--- config.mk ---
export PLATFORM = sky130hd
export DESIGN_NAME = dot_product_ctrl
export DESIGN_NICKNAME = d
export VERILOG_FILES = /design/src/rtl/dot_ctrl_pkg.sv /design/src/rtl/dot_product_ctrl_mac.sv /design/src/rtl/dot_product_ctrl.sv
export SDC_FILE = /design/constraint.sdc
export NUM_CORES = 1
export LEC_CHECK = 0
export BUFFER_PORTS_ARGS = -buffer_cell sky130_fd_sc_hd__buf_2
export CAP_MARGIN = 20
export CORE_ASPECT_RATIO = 1.5
export CORE_MARGIN = 2
export CORE_UTILIZATION = 50
export CTS_CLUSTER_DIAMETER = 40
export CTS_CLUSTER_SIZE = 12
export DETAILED_ROUTE_END_ITERATION = 7
export PLACE_DENSITY = 0.77
export REMOVE_ABC_BUFFERS = 1
export SLEW_MARGIN = 20
export SYNTH_ARGS = -nofsm -noshare
export SYNTH_HDL_FRONTEND = slang
export SYNTH_HIERARCHICAL = 1
export SYNTH_SLANG_ARGS = --single-unit
--- constraint.sdc ---
create_clock -name clk -period 5.5 [get_ports clk]
set_input_delay 1.375 -clock clk [delete_from_list [all_inputs] [get_ports clk]]
set_output_delay 1.375 -clock clk [all_outputs]
set_load 0.02 [all_outputs]
--- src/rtl/dot_ctrl_pkg.sv ---
// Shared types and width helpers for the dot-product sequencer.
package dot_ctrl_pkg;

  typedef enum logic [2:0] {
    IDLE  = 3'd0,
    CLEAR = 3'd1,
    READ  = 3'd2,
    DRAIN = 3'd3,
    DONE  = 3'd4
  } state_t;

  // Accumulator width that can hold Ram_Depth full-scale unsigned products.
  function automatic int acc_width_calc(input int data_w, input int addr_w);
    return 2 * data_w + addr_w + 1;
  endfunction

endpackage

--- src/rtl/dot_product_ctrl_mac.sv ---
// Multiply-accumulate for the dot-product datapath: unsigned operands,
// accumulate gated by the delayed read-valid, synchronous clear on Start.
module dot_mac
  import dot_ctrl_pkg::*;
#(
  parameter int DATA_W = 8,
  parameter int ADDR_W = 4,
  parameter int ACC_W  = acc_width_calc(DATA_W, ADDR_W)
) (
  input  logic              clk,
  input  logic              rst_n,
  input  logic              clr,
  input  logic              vld_p1,
  input  logic [DATA_W-1:0] data_a,
  input  logic [DATA_W-1:0] data_b,
  output logic [ACC_W-1:0]  acc,
  output logic [ACC_W-1:0]  acc_nxt
);

  logic [2*DATA_W-1:0] prod_p1;

  // Stage p1: SRAM words arrive one cycle after the read; product and next sum
  always_comb begin
    prod_p1 = data_a * data_b;
    acc_nxt = vld_p1 ? (acc + ACC_W'(prod_p1)) : acc;
  end

  always_ff @(posedge clk or negedge rst_n) begin
    if (!rst_n) begin
      acc <= '0;
    end else if (clr) begin
      acc <= '0;
    end else begin
      acc <= acc_nxt;
    end
  end

endmodule

--- src/rtl/dot_product_ctrl.sv ---
// Sequencer for the A/B vector SRAMs: gates host loads, issues memory clears,
// streams read addresses on Start and reports the accumulated dot product.
module dot_product_ctrl
  import dot_ctrl_pkg::*;
#(
  parameter int DATA_W = 8,
  parameter int ADDR_W = 4,
  parameter int ACC_W  = acc_width_calc(DATA_W, ADDR_W)
) (
  input  logic              clk,
  input  logic              rst_n,
  input  logic              Start,
  input  logic              Clear_Req,
  input  logic [ADDR_W:0]   Vec_Len,
  input  logic              Load_Valid,
  input  logic              Load_Sel,
  input  logic [ADDR_W-1:0] Load_Addr,
  input  logic [DATA_W-1:0] Load_Data,
  output logic              Load_Ready,
  output logic              Mem_Clear,
  output logic              Chip_Select,
  output logic              En_Write_A,
  output logic              En_Write_B,
  output logic [ADDR_W-1:0] Write_Addr,
  output logic [DATA_W-1:0] Write_Data,
  output logic              En_Read,
  output logic [ADDR_W-1:0] Read_Addr,
  input  logic [DATA_W-1:0] Read_Data_A,
  input  logic [DATA_W-1:0] Read_Data_B,
  output logic              Busy,
  output logic              Done,
  output logic [ACC_W-1:0]  Result
);

  localparam logic [ADDR_W:0] DEPTH_L = {1'b1, {ADDR_W{1'b0}}};

  state_t            state, state_nxt;
  logic [ADDR_W:0]   idx;
  logic [ADDR_W:0]   len;
  logic [ADDR_W:0]   len_clamp;
  logic              vld_p1;
  logic              acc_clr;
  logic              wr_ok;
  logic              start_ok;
  logic [ACC_W-1:0]  acc;
  logic [ACC_W-1:0]  acc_nxt;

  assign len_clamp = (Vec_Len > DEPTH_L) ? DEPTH_L : Vec_Len;

  // Stage p0: FSM decode, SRAM control and read address issue
  always_comb begin
    state_nxt   = state;
    acc_clr     = 1'b0;
    wr_ok       = 1'b0;
    start_ok    = 1'b0;
    Load_Ready  = 1'b0;
    Mem_Clear   = 1'b0;
    Chip_Select = 1'b0;
    En_Write_A  = 1'b0;
    En_Write_B  = 1'b0;
    Write_Addr  = '0;
    Write_Data  = '0;
    En_Read     = 1'b0;
    Read_Addr   = '0;
    Done        = 1'b0;
    Busy        = (state != IDLE);

    case (state)
      IDLE: begin
        // A clear request takes priority over both loads and Start.
        Load_Ready  = !Clear_Req;
        wr_ok       = Load_Valid && !Clear_Req;
        Chip_Select = wr_ok;
        En_Write_A  = wr_ok && !Load_Sel;
        En_Write_B  = wr_ok && Load_Sel;
        Write_Addr  = wr_ok ? Load_Addr : '0;
        Write_Data  = wr_ok ? Load_Data : '0;
        if (Clear_Req) begin
          state_nxt = CLEAR;
        end else if (Start) begin
          start_ok = 1'b1;
          acc_clr  = 1'b1;
          state_nxt = (Vec_Len == '0) ? DONE : READ;
        end
      end
      CLEAR: begin
        Mem_Clear = 1'b1;
        state_nxt = IDLE;
      end
      READ: begin
        Chip_Select = 1'b1;
        En_Read     = 1'b1;
        Read_Addr   = idx[ADDR_W-1:0];
        if (idx == len - 1'b1) begin
          state_nxt = DRAIN;
        end
      end
      DRAIN: begin
        state_nxt = DONE;
      end
      DONE: begin
        Done      = 1'b1;
        state_nxt = IDLE;
      end
      default: begin
        state_nxt = IDLE;
      end
    endcase

    // Keep every pin quiet while reset is held, including the IDLE handshake.
    if (!rst_n) begin
      Load_Ready  = 1'b0;
      Mem_Clear   = 1'b0;
      Chip_Select = 1'b0;
      En_Write_A  = 1'b0;
      En_Write_B  = 1'b0;
      Write_Addr  = '0;
      Write_Data  = '0;
      En_Read     = 1'b0;
      Read_Addr   = '0;
      Done        = 1'b0;
      Busy        = 1'b0;
    end
  end

  // Stage p0 -> p1: state, address counter, read-valid delay and result capture
  always_ff @(posedge clk or negedge rst_n) begin
    if (!rst_n) begin
      state  <= IDLE;
      idx    <= '0;
      len    <= '0;
      vld_p1 <= 1'b0;
      Result <= '0;
    end else begin
      state  <= state_nxt;
      vld_p1 <= En_Read;
      if (start_ok) begin
        len <= len_clamp;
        idx <= '0;
      end else if (state == READ) begin
        idx <= idx + 1'b1;
      end
      // acc_nxt already includes the last word arriving on the DRAIN edge.
      if (state_nxt == DONE && state != DONE) begin
        Result <= (state == IDLE) ? '0 : acc_nxt;
      end
    end
  end

  dot_mac #(
    .DATA_W (DATA_W),
    .ADDR_W (ADDR_W),
    .ACC_W  (ACC_W)
  ) u_mac (
    .clk     (clk),
    .rst_n   (rst_n),
    .clr     (acc_clr),
    .vld_p1  (vld_p1),
    .data_a  (Read_Data_A),
    .data_b  (Read_Data_B),
    .acc     (acc),
    .acc_nxt (acc_nxt)
  );

endmodule

==> out/metrics.yaml <==
worst_pin_slew_ns: 1.01
ys.flop_type: "dfrtp_1"
cts_buffers: 5
cts_tree: "done"
highest_layer: "met4"
rsz0062_at_grt: "yes"
switching_power_w: 0.00202
clock_path_buffers: 2
finalMaxSlewViolations: 0
syn-cell-area_sq_um: 5910
drv_cap: 0
hold_violations: 0
tns_ns: 0
final_cell_mix: "100 x inv_1, 73 x buf_2, 61 x and2_1"
ir_drop_mv: 0.374
initial_utilization_pct: 51.2
clock-root-buffer: "clkbuf_16"
drtAntennaViolNets: 0
hold_slack_ns: 0.507
start_kind: "input pin"
clkPwrFrac_pct: 8.0
firstDrtPassIters: 4
reg2reg_to: "u_mac/acc[18]"
power_frac_seq_pct: 16.9
synth_cells: 663
worstReg2RegStart: "u_mac/acc[6]"
drive_gt1_share_pct: 22.2
ff2ff_setup_slack_ns: 1.07
final_cell_area_sq_um: 6910
relSlewSlack_pct: 32.4
final_common_cell: "inv_1"
p_leak_nw: 3.58
port_buffers: 83
grt_max_degree: 49
grt_usage_pct: 23.5
r2r.worst_path.cells: 16
die_x_microns: 92.7
drt_iter0_markers: 203
post-route-util_pct: 60.0
wl_met1_microns: 5680
clk_pin_slew_ns: 0.07
antenna_found_initial: 0
placed_area_sq_um: 6640
ys_types: 66
num_rows: 48
wl_met2_microns: 7620
ys_ff_latch: 56
drt-wirelength-per-cell_microns: 15.5
grt_pass1_wl_microns: 24200
status: "completed"
cts_sinks: 56
crit_fanout: 7
endpoint_kind: "register"
yosysSeqAreaShare_pct: 23.7
ios: 84
drc: 0
cts.htree.levels: 2
syn_area_per_cell_sq_um: 8.91
switching_share_pct: 48.4
synth_async_sr_flop_share_pct: 100
cp.arrival_ns: 5.54
place_congestion: 0.891
endpoint: "u_mac/acc[18]"
startpoint: "Read_Data_B[4]"
syn2layout_area_growth_pct: 17.0
ys.warnings.count: 6
synth_edf_count: 0
worstPathRequired_ns: 5.69
final.min_clock_period_ns: 5.35
pwr-share-comb_pct: 75.1
core_sq_um: 11500
max_freq_mhz: 187
hpwl_microns: 11600
grt_overflow: 0
powerDensity_nw_per_um2: 603
clk_latency_ns: 0.31
worst-setup-path-type: "in2reg"
hold_path.class: "reg2reg"
worst_clock_skew_ns: 0.0105
vias: 4954
grt_pass1_vias: 5128
die_h_microns: 137
nets: 896
vias_per_cell: 5.41
fin_total_pwr_w: 0.00417
finalSetupViolCount: 0
wl_met3_microns: 453
dieArea_sq_um: 12700
period_share_pct: 97.2
p_int_w: 0.00215
wirelength_microns: 14200
num_antenna_cells: 0
## kinds of logic (layout without fill, tap and decap cells)
family                     count (synthesis)  count (layout)  share of synthesized area, %
buffers and inverters                    132             234                          9.30
DFF                                       56              56                          23.7
muxes                                     13              13                          2.41
adders and majority gates                 93              93                          26.1
xor gates and xnor gates                  18              18                          2.67
and+or+nand+nor                          219             219                          20.4
AOI/OAI and AO/OA                        132             132                          15.5
## cells in the mapped netlist (5+ instances only)
master     instances  area (sq um)
a21o_1             6          45.0
a31oi_1            5          31.3
nand2_1           58           218
and3_1             9          56.3
nand4_1            7          43.8
clkbuf_1          11          41.3
nand3_1            6          30.0
and2_1            61           382
mux2_2             6          67.6
inv_1            101           379
dfrtp_1           56          1400
mux2i_1            6          60.1
nor3_1             8          40.0
nor2_1            18          67.6
a21oi_1           46           230
xor2_1            10          87.6
ha_1              43           538
fa_1              50          1000
buf_6              5          56.3
o2bb2ai_1         21           184
buf_2             12          60.1
o21ai_0           18          90.1
nor2b_1           29           181
xnor2_1            8          70.1
nand2b_1           8          50.1
## worst max-delay path, stage by stage
cell      delay [ns]
clkbuf_4        0.17
nand2_1         0.09
fa_1            0.47
fa_1            0.58
inv_2           0.06
fa_1            0.53
inv_1           0.06
fa_1            0.54
inv_1           0.06
ha_4            0.28
o211ai_2        0.08
o21a_1          0.20
o21a_4          0.24
o41ai_4         0.34
buf_4           0.18
mux2_4          0.28
## power groups by stage
stage / Combinational (W) / Clock [W] / Sequential [W]
2_1_floorplan: 0.00190 / 0 / 0.000730
3_3_place_gp: 0.00285 / 0 / 0.000703
3_5_place_dp: 0.00295 / 0 / 0.000711
4_1_cts: 0.00299 / 0.000340 / 0.000705
5_1_grt: 0.00351 / 0.000355 / 0.000724
6_report: 0.00313 / 0.000334 / 0.000704
## layer usage
| metal | track usage (%) | vias to the layer above |
|---|---|---|
| met5 | 0 | - |
| met4 | 9.07 | 0 |
| met3 | 2.70 | 29 |
| met2 | 44.0 | 114 |
| met1 | 27.3 | 2432 |
| li1 | - | 2379 |
## repair_timing
action / in CTS / in global routing
pin swaps: 1 / 21
setup endpoints to repair: 3 / 14
hold buffers: 0 / 0
resized for setup: 1 / 32
setup buffers: 0 / 1
## metrics by stage
step / instances / worst slack (ns)
detailed placement: 906 / -0.353
floorplan: 634 / 0.141
global placement: 906 / -0.238
global route: 915 / -0.0158
finish: 915 / 0.152
CTS: 914 / 0.0159
## worst min path at each step
stage / from / endpoint / slack [ns] / depth (start not counted)
2_1_floorplan: len[4] / len[4] / 0.47 / 2
3_5_place_dp: Result[12] / Result[12] / 0.49 / 1
5_1_grt: Result[12] / Result[12] / 0.52 / 1
6_report: Result[12] / Result[12] / 0.51 / 1
4_1_cts: Result[12] / Result[12] / 0.51 / 1
3_3_place_gp: Result[16] / Result[16] / 0.48 / 1
## cell type report
cell class | count | area [sq um]
Clock buffer | 5 | 125
Clock inverter | 3 | 25.0
Fill cell | 1035 | 4620
Inverter | 103 | 387
Multi-Input combinational cell | 475 | 4050
Sequential cell | 56 | 1400
Tap cell | 150 | 188
Timing Repair Buffer | 123 | 741
## state kept, by name, indices dropped and copies added, names as in the netlist
name       cells
len            5
state          3
u_mac/acc     21
idx            5
Result        21
vld_p1         1
Power figures use the tool's default switching activity.
